<file path="config.mk">
export PLATFORM = sky130hd
export DESIGN_NAME = multi_cycle_cpu
export DESIGN_NICKNAME = d
export VERILOG_FILES = /design/src/rtl/multi_cycle_cpu.sv
export SDC_FILE = /design/constraint.sdc
export NUM_CORES = 2
export LEC_CHECK = 0
export CAP_MARGIN = 30
export CORE_UTILIZATION = 55
export CTS_BUF_LIST = sky130_fd_sc_hd__clkbuf_8
export CTS_CLUSTER_DIAMETER = 30
export DETAILED_ROUTE_END_ITERATION = 16
export PLACE_DENSITY_LB_ADDON = 0.08
export SLEW_MARGIN = 10
export SYNTH_ARGS = -nofsm -noshare
export SYNTH_HDL_FRONTEND = slang
export SYNTH_SLANG_ARGS = --single-unit
</file>
<file path="constraint.sdc">
create_clock -name clock -period 8.6 [get_ports clock]
set_input_delay 2.15 -clock clock [delete_from_list [all_inputs] [get_ports clock]]
set_output_delay 2.15 -clock clock [all_outputs]
set_load 0.01 [all_outputs]
</file>
<file path="src/rtl/multi_cycle_cpu.sv">
// Multi-cycle MIPS-subset core: FETCH/DECODE/EXEC/MEM/WB plus HALT.
// A single shared memory port with a req/ready handshake serves both
// instruction fetch and load/store, so any number of wait states is tolerated.
module multi_cycle_cpu #(
  parameter logic [31:0] RESET_PC     = 32'h0000_0000,
  parameter int unsigned ADDR_W       = 32,
  parameter bit          ILLEGAL_HALT = 1'b1
) (
  input  logic              clock,
  input  logic              reset,
  output logic              mem_req,
  output logic              mem_we,
  output logic [ADDR_W-1:0] mem_addr,
  output logic [31:0]       mem_wdata,
  input  logic              mem_ready,
  input  logic [31:0]       mem_rdata,
  output logic [31:0]       data_result,
  output logic              instr_retired,
  output logic              halted
);

  typedef enum logic [2:0] {
    S_FETCH,
    S_DECODE,
    S_EXEC,
    S_MEM,
    S_WB,
    S_HALT
  } state_e;

  localparam logic [5:0] OP_RTYPE = 6'h00;
  localparam logic [5:0] OP_J     = 6'h02;
  localparam logic [5:0] OP_BEQ   = 6'h04;
  localparam logic [5:0] OP_BNE   = 6'h05;
  localparam logic [5:0] OP_ADDIU = 6'h09;
  localparam logic [5:0] OP_ANDI  = 6'h0C;
  localparam logic [5:0] OP_ORI   = 6'h0D;
  localparam logic [5:0] OP_LW    = 6'h23;
  localparam logic [5:0] OP_SW    = 6'h2B;

  localparam logic [5:0] FN_SLL  = 6'h00;
  localparam logic [5:0] FN_JR   = 6'h08;
  localparam logic [5:0] FN_ADDU = 6'h21;
  localparam logic [5:0] FN_SUBU = 6'h23;
  localparam logic [5:0] FN_AND  = 6'h24;
  localparam logic [5:0] FN_OR   = 6'h25;
  localparam logic [5:0] FN_SLT  = 6'h2A;

  state_e      state_q, state_d;
  logic [31:0] pc_q, pc_d;
  logic [31:0] ir_q, ir_d;
  logic [31:0] a_q, a_d;
  logic [31:0] b_q, b_d;
  logic [31:0] alu_q, alu_d;
  logic [31:0] mdr_q, mdr_d;
  logic [31:0] result_q, result_d;
  logic [31:0] rf_q [32];

  logic        rf_we;
  logic [4:0]  rf_waddr;
  logic [31:0] rf_wdata;

  logic [5:0]  op, funct;
  logic [4:0]  rs, rt, rd, sa;
  logic [31:0] imm_s, imm_z;

  assign op    = ir_q[31:26];
  assign rs    = ir_q[25:21];
  assign rt    = ir_q[20:16];
  assign rd    = ir_q[15:11];
  assign sa    = ir_q[10:6];
  assign funct = ir_q[5:0];
  assign imm_s = {{16{ir_q[15]}}, ir_q[15:0]};
  assign imm_z = {16'h0000, ir_q[15:0]};

  // Instruction decode and ALU evaluation for the EXEC state.
  logic [31:0] alu_res, ctrl_target;
  logic        illegal, is_ctrl, ctrl_taken, is_mem, is_sw, is_lw;

  always_comb begin
    alu_res     = '0;
    ctrl_target = pc_q;
    illegal     = 1'b0;
    is_ctrl     = 1'b0;
    ctrl_taken  = 1'b0;
    is_mem      = 1'b0;
    is_sw       = (op == OP_SW);
    is_lw       = (op == OP_LW);
    case (op)
      OP_RTYPE: begin
        case (funct)
          FN_ADDU: alu_res = a_q + b_q;
          FN_SUBU: alu_res = a_q - b_q;
          FN_AND:  alu_res = a_q & b_q;
          FN_OR:   alu_res = a_q | b_q;
          FN_SLT:  alu_res = {31'b0, $signed(a_q) < $signed(b_q)};
          FN_SLL:  alu_res = b_q << sa;
          FN_JR: begin
            is_ctrl     = 1'b1;
            ctrl_taken  = 1'b1;
            ctrl_target = a_q;
          end
          default: illegal = 1'b1;
        endcase
      end
      OP_ADDIU: alu_res = a_q + imm_s;
      OP_ANDI:  alu_res = a_q & imm_z;
      OP_ORI:   alu_res = a_q | imm_z;
      OP_LW, OP_SW: begin
        alu_res = a_q + imm_s;
        is_mem  = 1'b1;
      end
      OP_BEQ, OP_BNE: begin
        is_ctrl     = 1'b1;
        ctrl_taken  = (a_q == b_q) ^ (op == OP_BNE);
        // pc_q already holds pc+4 after FETCH.
        ctrl_target = pc_q + {imm_s[29:0], 2'b00};
      end
      OP_J: begin
        is_ctrl     = 1'b1;
        ctrl_taken  = 1'b1;
        ctrl_target = {pc_q[31:28], ir_q[25:0], 2'b00};
      end
      default: illegal = 1'b1;
    endcase
  end

  // Next-state, datapath register updates and memory-port drive.
  logic        req_c, we_c, retire_c;
  logic [31:0] addr_c;

  always_comb begin
    state_d  = state_q;
    pc_d     = pc_q;
    ir_d     = ir_q;
    a_d      = a_q;
    b_d      = b_q;
    alu_d    = alu_q;
    mdr_d    = mdr_q;
    result_d = result_q;
    rf_we    = 1'b0;
    rf_waddr = (op == OP_RTYPE) ? rd : rt;
    rf_wdata = is_lw ? mdr_q : alu_q;
    req_c    = 1'b0;
    we_c     = 1'b0;
    retire_c = 1'b0;
    addr_c   = pc_q;
    case (state_q)
      S_FETCH: begin
        req_c = 1'b1;
        if (mem_ready) begin
          ir_d    = mem_rdata;
          pc_d    = pc_q + 32'd4;
          state_d = S_DECODE;
        end
      end
      S_DECODE: begin
        a_d     = (rs == 5'd0) ? '0 : rf_q[rs];
        b_d     = (rt == 5'd0) ? '0 : rf_q[rt];
        state_d = S_EXEC;
      end
      S_EXEC: begin
        if (illegal) begin
          if (ILLEGAL_HALT) begin
            state_d = S_HALT;
          end else begin
            retire_c = 1'b1;
            state_d  = S_FETCH;
          end
        end else if (is_ctrl) begin
          if (ctrl_taken) pc_d = ctrl_target;
          retire_c = 1'b1;
          state_d  = S_FETCH;
        end else begin
          alu_d    = alu_res;
          result_d = alu_res;
          state_d  = is_mem ? S_MEM : S_WB;
        end
      end
      S_MEM: begin
        req_c  = 1'b1;
        we_c   = is_sw;
        addr_c = alu_q;
        if (mem_ready) begin
          if (is_sw) begin
            retire_c = 1'b1;
            state_d  = S_FETCH;
          end else begin
            mdr_d   = mem_rdata;
            state_d = S_WB;
          end
        end
      end
      S_WB: begin
        rf_we    = 1'b1;
        retire_c = 1'b1;
        state_d  = S_FETCH;
      end
      S_HALT: state_d = S_HALT;
      default: state_d = S_FETCH;
    endcase
  end

  // Reset is folded into the port strobes so an in-flight transfer is
  // dropped immediately and nothing is requested while reset is held.
  assign mem_req       = req_c & ~reset;
  assign mem_we        = we_c & ~reset;
  assign mem_addr      = {addr_c[ADDR_W-1:2], 2'b00};
  assign mem_wdata     = b_q;
  assign instr_retired = retire_c & ~reset;
  assign halted        = (state_q == S_HALT);
  assign data_result   = result_q;

  // Control state and datapath registers.
  always_ff @(posedge clock) begin
    if (reset) begin
      state_q  <= S_FETCH;
      pc_q     <= RESET_PC;
      ir_q     <= '0;
      a_q      <= '0;
      b_q      <= '0;
      alu_q    <= '0;
      mdr_q    <= '0;
      result_q <= '0;
    end else begin
      state_q  <= state_d;
      pc_q     <= pc_d;
      ir_q     <= ir_d;
      a_q      <= a_d;
      b_q      <= b_d;
      alu_q    <= alu_d;
      mdr_q    <= mdr_d;
      result_q <= result_d;
    end
  end

  // Register file; $0 is never written so it always reads zero.
  always_ff @(posedge clock) begin
    if (reset) begin
      for (int unsigned i = 0; i < 32; i++) rf_q[i] <= '0;
    end else if (rf_we && (rf_waddr != 5'd0)) begin
      rf_q[rf_waddr] <= rf_wdata;
    end
  end

endmodule

</file>
Word level (Yosys, flattened, before mapping)
Memory sizes are Yosys's and may differ from the RTL's. A register that Yosys moved wholly into a read port is not among the register bits.
Index checks and enable logic that the tools add are counted.
{ "word_totals": {"mem_bits_rw": 1024, "wordCells": 126, "in_bits": 35, "reg_bits": 195, "memories": 1} }
{ "classes": {"bitwise_logic": 12, "reduce_logical": 22, "n_lt_le_gt_ge": 1, "addsub": 5, "shifts": 1, "eq_ne": 29, "muxes": 47} }
{ "memory_table": {"columns": ["name", "words", "width", "rd", "rd_ports_with_merged_regs", "write_ports", "line", "text"], "rows": [
  ["rf_q", 32, 32, 2, 2, 32, "57", "logic [31:0] rf_q [32];"]
]} }
{ "ops": {"columns": ["cell", "count"], "rows": [
  ["$mux 32", 10],
  ["$pmux 32 s6", 1],
  ["$pmux 32 s4", 1],
  ["$add 32x32->32", 3],
  ["$pmux 32 s3", 1],
  ["$pmux 32 s2", 1],
  ["$eq 6x6->1 const B", 7],
  ["$add 32x3->32 const B", 1],
  ["$and 32x16->32", 1],
  ["$and 32x32->32", 1],
  ["$eq 32x32->1", 1],
  ["$lt 32x32->1", 1],
  ["$or 32x16->32", 1],
  ["$or 32x32->32", 1],
  ["$reduce_or 32->1", 1],
  ["$shl 32x5->32", 1],
  ["$sub 32x32->32", 1],
  ["$mux 5", 6],
  ["$eq 6x4->1 const B", 4],
  ["$mux 3", 6],
  ["$mux 1", 16],
  ["$pmux 3 s5", 1],
  ["$eq 6x3->1 const B", 2],
  ["$logic_not 6->1", 2],
  ["25 further kinds", 46]
]} }

Logic depth before layout (Yosys ltp)
{ "depth": {"ltp_word": 9, "mapped_depth": 15, "depth_no_buf": 13} }

Worst setup path after synthesis
Ideal clock, no wire load.
{ "synth_path": {"path_kind": "input to output", "start": "input reset", "end": "output mem_req", "path_stages": 3, "required_ps": 6450, "arrival_time_ps": 2977, "setup_slack_ps": 3473, "cell_sequence": "clkbuf_1 > buf_1 > nor4_1"} }
{ "synth_between": {"elab_chain_cells": 2} }
{ "synth_rtl": {"columns": ["item", "line", "text"], "rows": [
  ["from (decl)", "10", "input logic reset,"],
  ["$not 1->1", "206", "assign mem_req = req_c & ~reset;"],
  ["$and 1x1->1", "206", null],
  ["to (decl)", "11", "output logic mem_req,"]
]} }
Every way passes these cells.

Worst setup path after layout
{ "layout_path": {"start": "register ir_q[31]", "end": "output instr_retired"} }
{ "layout_between": {"elab_chain_cells": 7} }
{ "layout_rtl": {"columns": ["item", "line", "text"], "rows": [
  ["from (decl)", "51", "logic [31:0] ir_q, ir_d;"],
  ["from (signal assigned)", "228", "ir_q <= ir_d;"],
  ["$eq 6x3->1 or $eq 6x2->1 (tied branches)", "89", "case (op)"],
  ["$reduce_or 3->1 (no source line)", null, null],
  ["$pmux 1 s2", "89", null],
  ["$mux 1", "170", "end else if (is_ctrl) begin"],
  ["$mux 1", "163", "if (illegal) begin"],
  ["$pmux 1 s3 *", "148", "case (state_q)"],
  ["$and 1x1->1 *", "210", "assign instr_retired = retire_c & ~reset;"],
  ["to (decl)", "18", "output logic instr_retired,"]
]} }
Every way passes the cells marked *; elsewhere a longest branch is shown, timed or not.

==> run summary <==
Crit share post-route = 73.2%
R2r setup slk = 3550 ps
R2r startpoint = a_q[27]
Share of layout cells above drive strength 1 = 23.4%
Hold Path Class = reg -> reg
Clk slew on worst S/H paths = 60 ps
Seq/Total Area, Yosys = 49.2%
I/O Buffers = 132
Post-Synth XOR/XNOR Area = 0.953%
Met3 WL = 32.1 mm
CTS resizes = 0
Clk_skew = 109 ps
CTS Hold Bufs = 0
R2R cell count = 11
Final TNS setup = 0 ps
Largest family of logic cells by synthesized area = multiplexers
CP Launch Type = register
Worst R2R End = pc_q[22]
Post-Synth Simple-Gate Area = 11.7%
Synth Cell Area = 70800 um^2
RSZ-0062 raised after global routing = false
Placed cell area = 74800 um^2
Synth cell types = 87
Count of pins over their slew limit = 0
Met2 wire len = 114 mm
Post-synth EDFFs = 1024
WL per Instance = 32.8 um
Fin nets = 6200
Routability cong. = 1.06
Post-Route WL = 258 mm
Static Leak = 27.3 nW
DRT antenna net count = 0
Hold endpoint = mdr_q[9]
Fin cells = 7867
Clock sinks = 1227
Synth top area share = 43.5%
Fin Hold WS = 487 ps
Pwr/cell area = 207 nW/um^2
Crit-path slowest cell = or4_1
Fmax = 159 MHz
Initial Util = 55.5%
Max incr delay on CP = 750 ps
CTS tree = built
Setup bufs post-CTS = 0
Syn Inst Count = 5859
Avg Vias per Cell = 6.85
DR top layer = met5
Min-delay src = mdr_q[9]
H-tree depth = 5
First-pass GRT wire length = 367 mm
Initial antenna violation count = 12
Total track usage = 39.7%
Crit path DAT = 4140 ps
Worst-Skew Late Latency = 1020 ps
Synth Area in Compound Gates = 7.87%
Die ar. = 130000 um^2
Slew Limit Headroom = 23.8%
DRC viols = 0
P&R area growth vs syn = 15.0%
Yosys warning count = 0
Die X = 361 um
Yosys top cell by area = edfxtp_1
Longest Clk Path Bufs = 4
Chip Height = 361 um
Worst Tran Pin Value = 1130 ps
Filler cells = 9720
Vias = 53900
Commonest cells after routing, fill and taps aside = 1339 x nor2_1, 1024 x edfxtp_1, 660 x mux4_2, 352 x a21oi_1, 306 x clkbuf_8
Critical-path cell list = or3_1 -> or4_1 -> or2_4 -> a21oi_1 -> a41oi_1 -> o31ai_1 -> clkdlybuf4s50_1
Crit Path Class = reg -> out
Post-Synth Adder-Cell Area = 3.24%
Top-level port count = 135
Maximum VDD drop = 0.207 mV
CTS root buf = clkbuf_8
Core Rows = 131
Crit Path Max Fanout = 16
Syn Area/Cell = 12.1 um^2
DRT iter0 DRCs = 8388
Crit path time final = 6290 ps
CP Capture Type = output pin
Flops & latches, synth = 1227
Final Hold Fails = 0
Mux share of post-synthesis cell area = 23.5%
M1 wire length = 90.2 mm
Number of global-route vias before repair = 51600
Total gr overflow = 0
DP HPWL = 176 mm
Inst Count DP = 7340
CTS buffer count = 294
Outcome = finished, final reports clean
Cell area after layout = 81400 um^2
MaxCap Viol Count = 0
Async set-reset flop share out of synthesis = 0%
Area of the core = 128000 um^2
Initial DRT Pass Iterations = 8
Largest net degree at the start of global routing = 116
Hold path depth = 2
Setup Viol. Count Final = 0
Synth area leaders = edfxtp_1 43%, mux4_2 21%, nor2_1 7.1%
Critical Path RT = 6450 ps
Most common cell after layout, fill and taps aside = nor2_1
Top FF cell, synth = edfxtp_1
[critical path, delay by kind of cell (launching register included)]
| kind | cells | cell delay (ps) |
|---|---|---|
| buf+inv | 1 | 630 |
| simple gates | 3 | 1600 |
| flops | 1 | 370 |
| compound gates | 3 | 600 |
[metal layers]
metal  global-route usage [%]  vias up
met3                     9.93      768
met4                     29.4       10
met1                     51.1    26900
met2                     58.5     3839
li1                         -    22400
met5                        0        -
[worst max path at each step]
stage / from / to / slack, ps / cells after the start
floorplan: reset / mem_req / 3470 / 3
global placement: reset / rf_q[12][11] / 2380 / 5
detailed placement: mem_ready / instr_retired / 2480 / 4
CTS: ir_q[31] / instr_retired / 2320 / 7
global route: ir_q[31] / instr_retired / 2220 / 7
finish: ir_q[31] / instr_retired / 2310 / 7
[cells by family after synthesis]
group	after synthesis
xor+xnor	77
buf+inv	652
other cells	1
compound gates	886
flops	1227
mux	830
fa+ha+maj	181
simple gates	2005
[stage by stage]
stage          worst slack, ps  utilization, %  total power [mW]
6_report                  2310            63.8              16.9
5_1_grt                   2220            63.8              17.2
4_1_cts                   2320            63.6              16.8
3_5_place_dp              2480            58.7              9.42
3_3_place_gp              2380            58.2              9.36
2_1_floorplan             3470               -              8.38
[where the power goes]
part | switching [mW] | internal [mW] | total (mW)
sequential | 0.222 | 6.64 | 6.87
clock | 2.87 | 4.58 | 7.45
combinational | 1.58 | 0.967 | 2.55
total | 4.68 | 12.2 | 16.9
[layout make-up]
type	count	area [um^2]	share of cell area [%]
inverter	127	477	0.586
sequential	1227	34900	42.8
clock buffer	306	4210	5.18
tap	1662	2080	2.56
timing repair buffer	321	3460	4.25
clock inverter	203	2070	2.54
antenna	8	20.0	0.0246
multi-input combinational	4013	34200	42.0
[sequential cells by signal, summed over array words and instances, names as in the netlist, named ones only]
name         flops
a_q             32
data_result     32
ir_q            32
mdr_q           32
mem_wdata       32
pc_q            30
rf_q          1024
state_q          3
[Yosys cell counts, types with 65 or more instances]
cell,n
ha_1,177
a21oi_1,352
buf_1,86
dfxtp_1,203
nand2_1,333
mux4_2,660
nor2_1,1341
o21ai_0,149
nor3_1,65
clkbuf_1,422
edfxtp_1,1024
inv_1,126
mux2i_1,132
No activity file was read; power rests on OpenSTA's default activity.
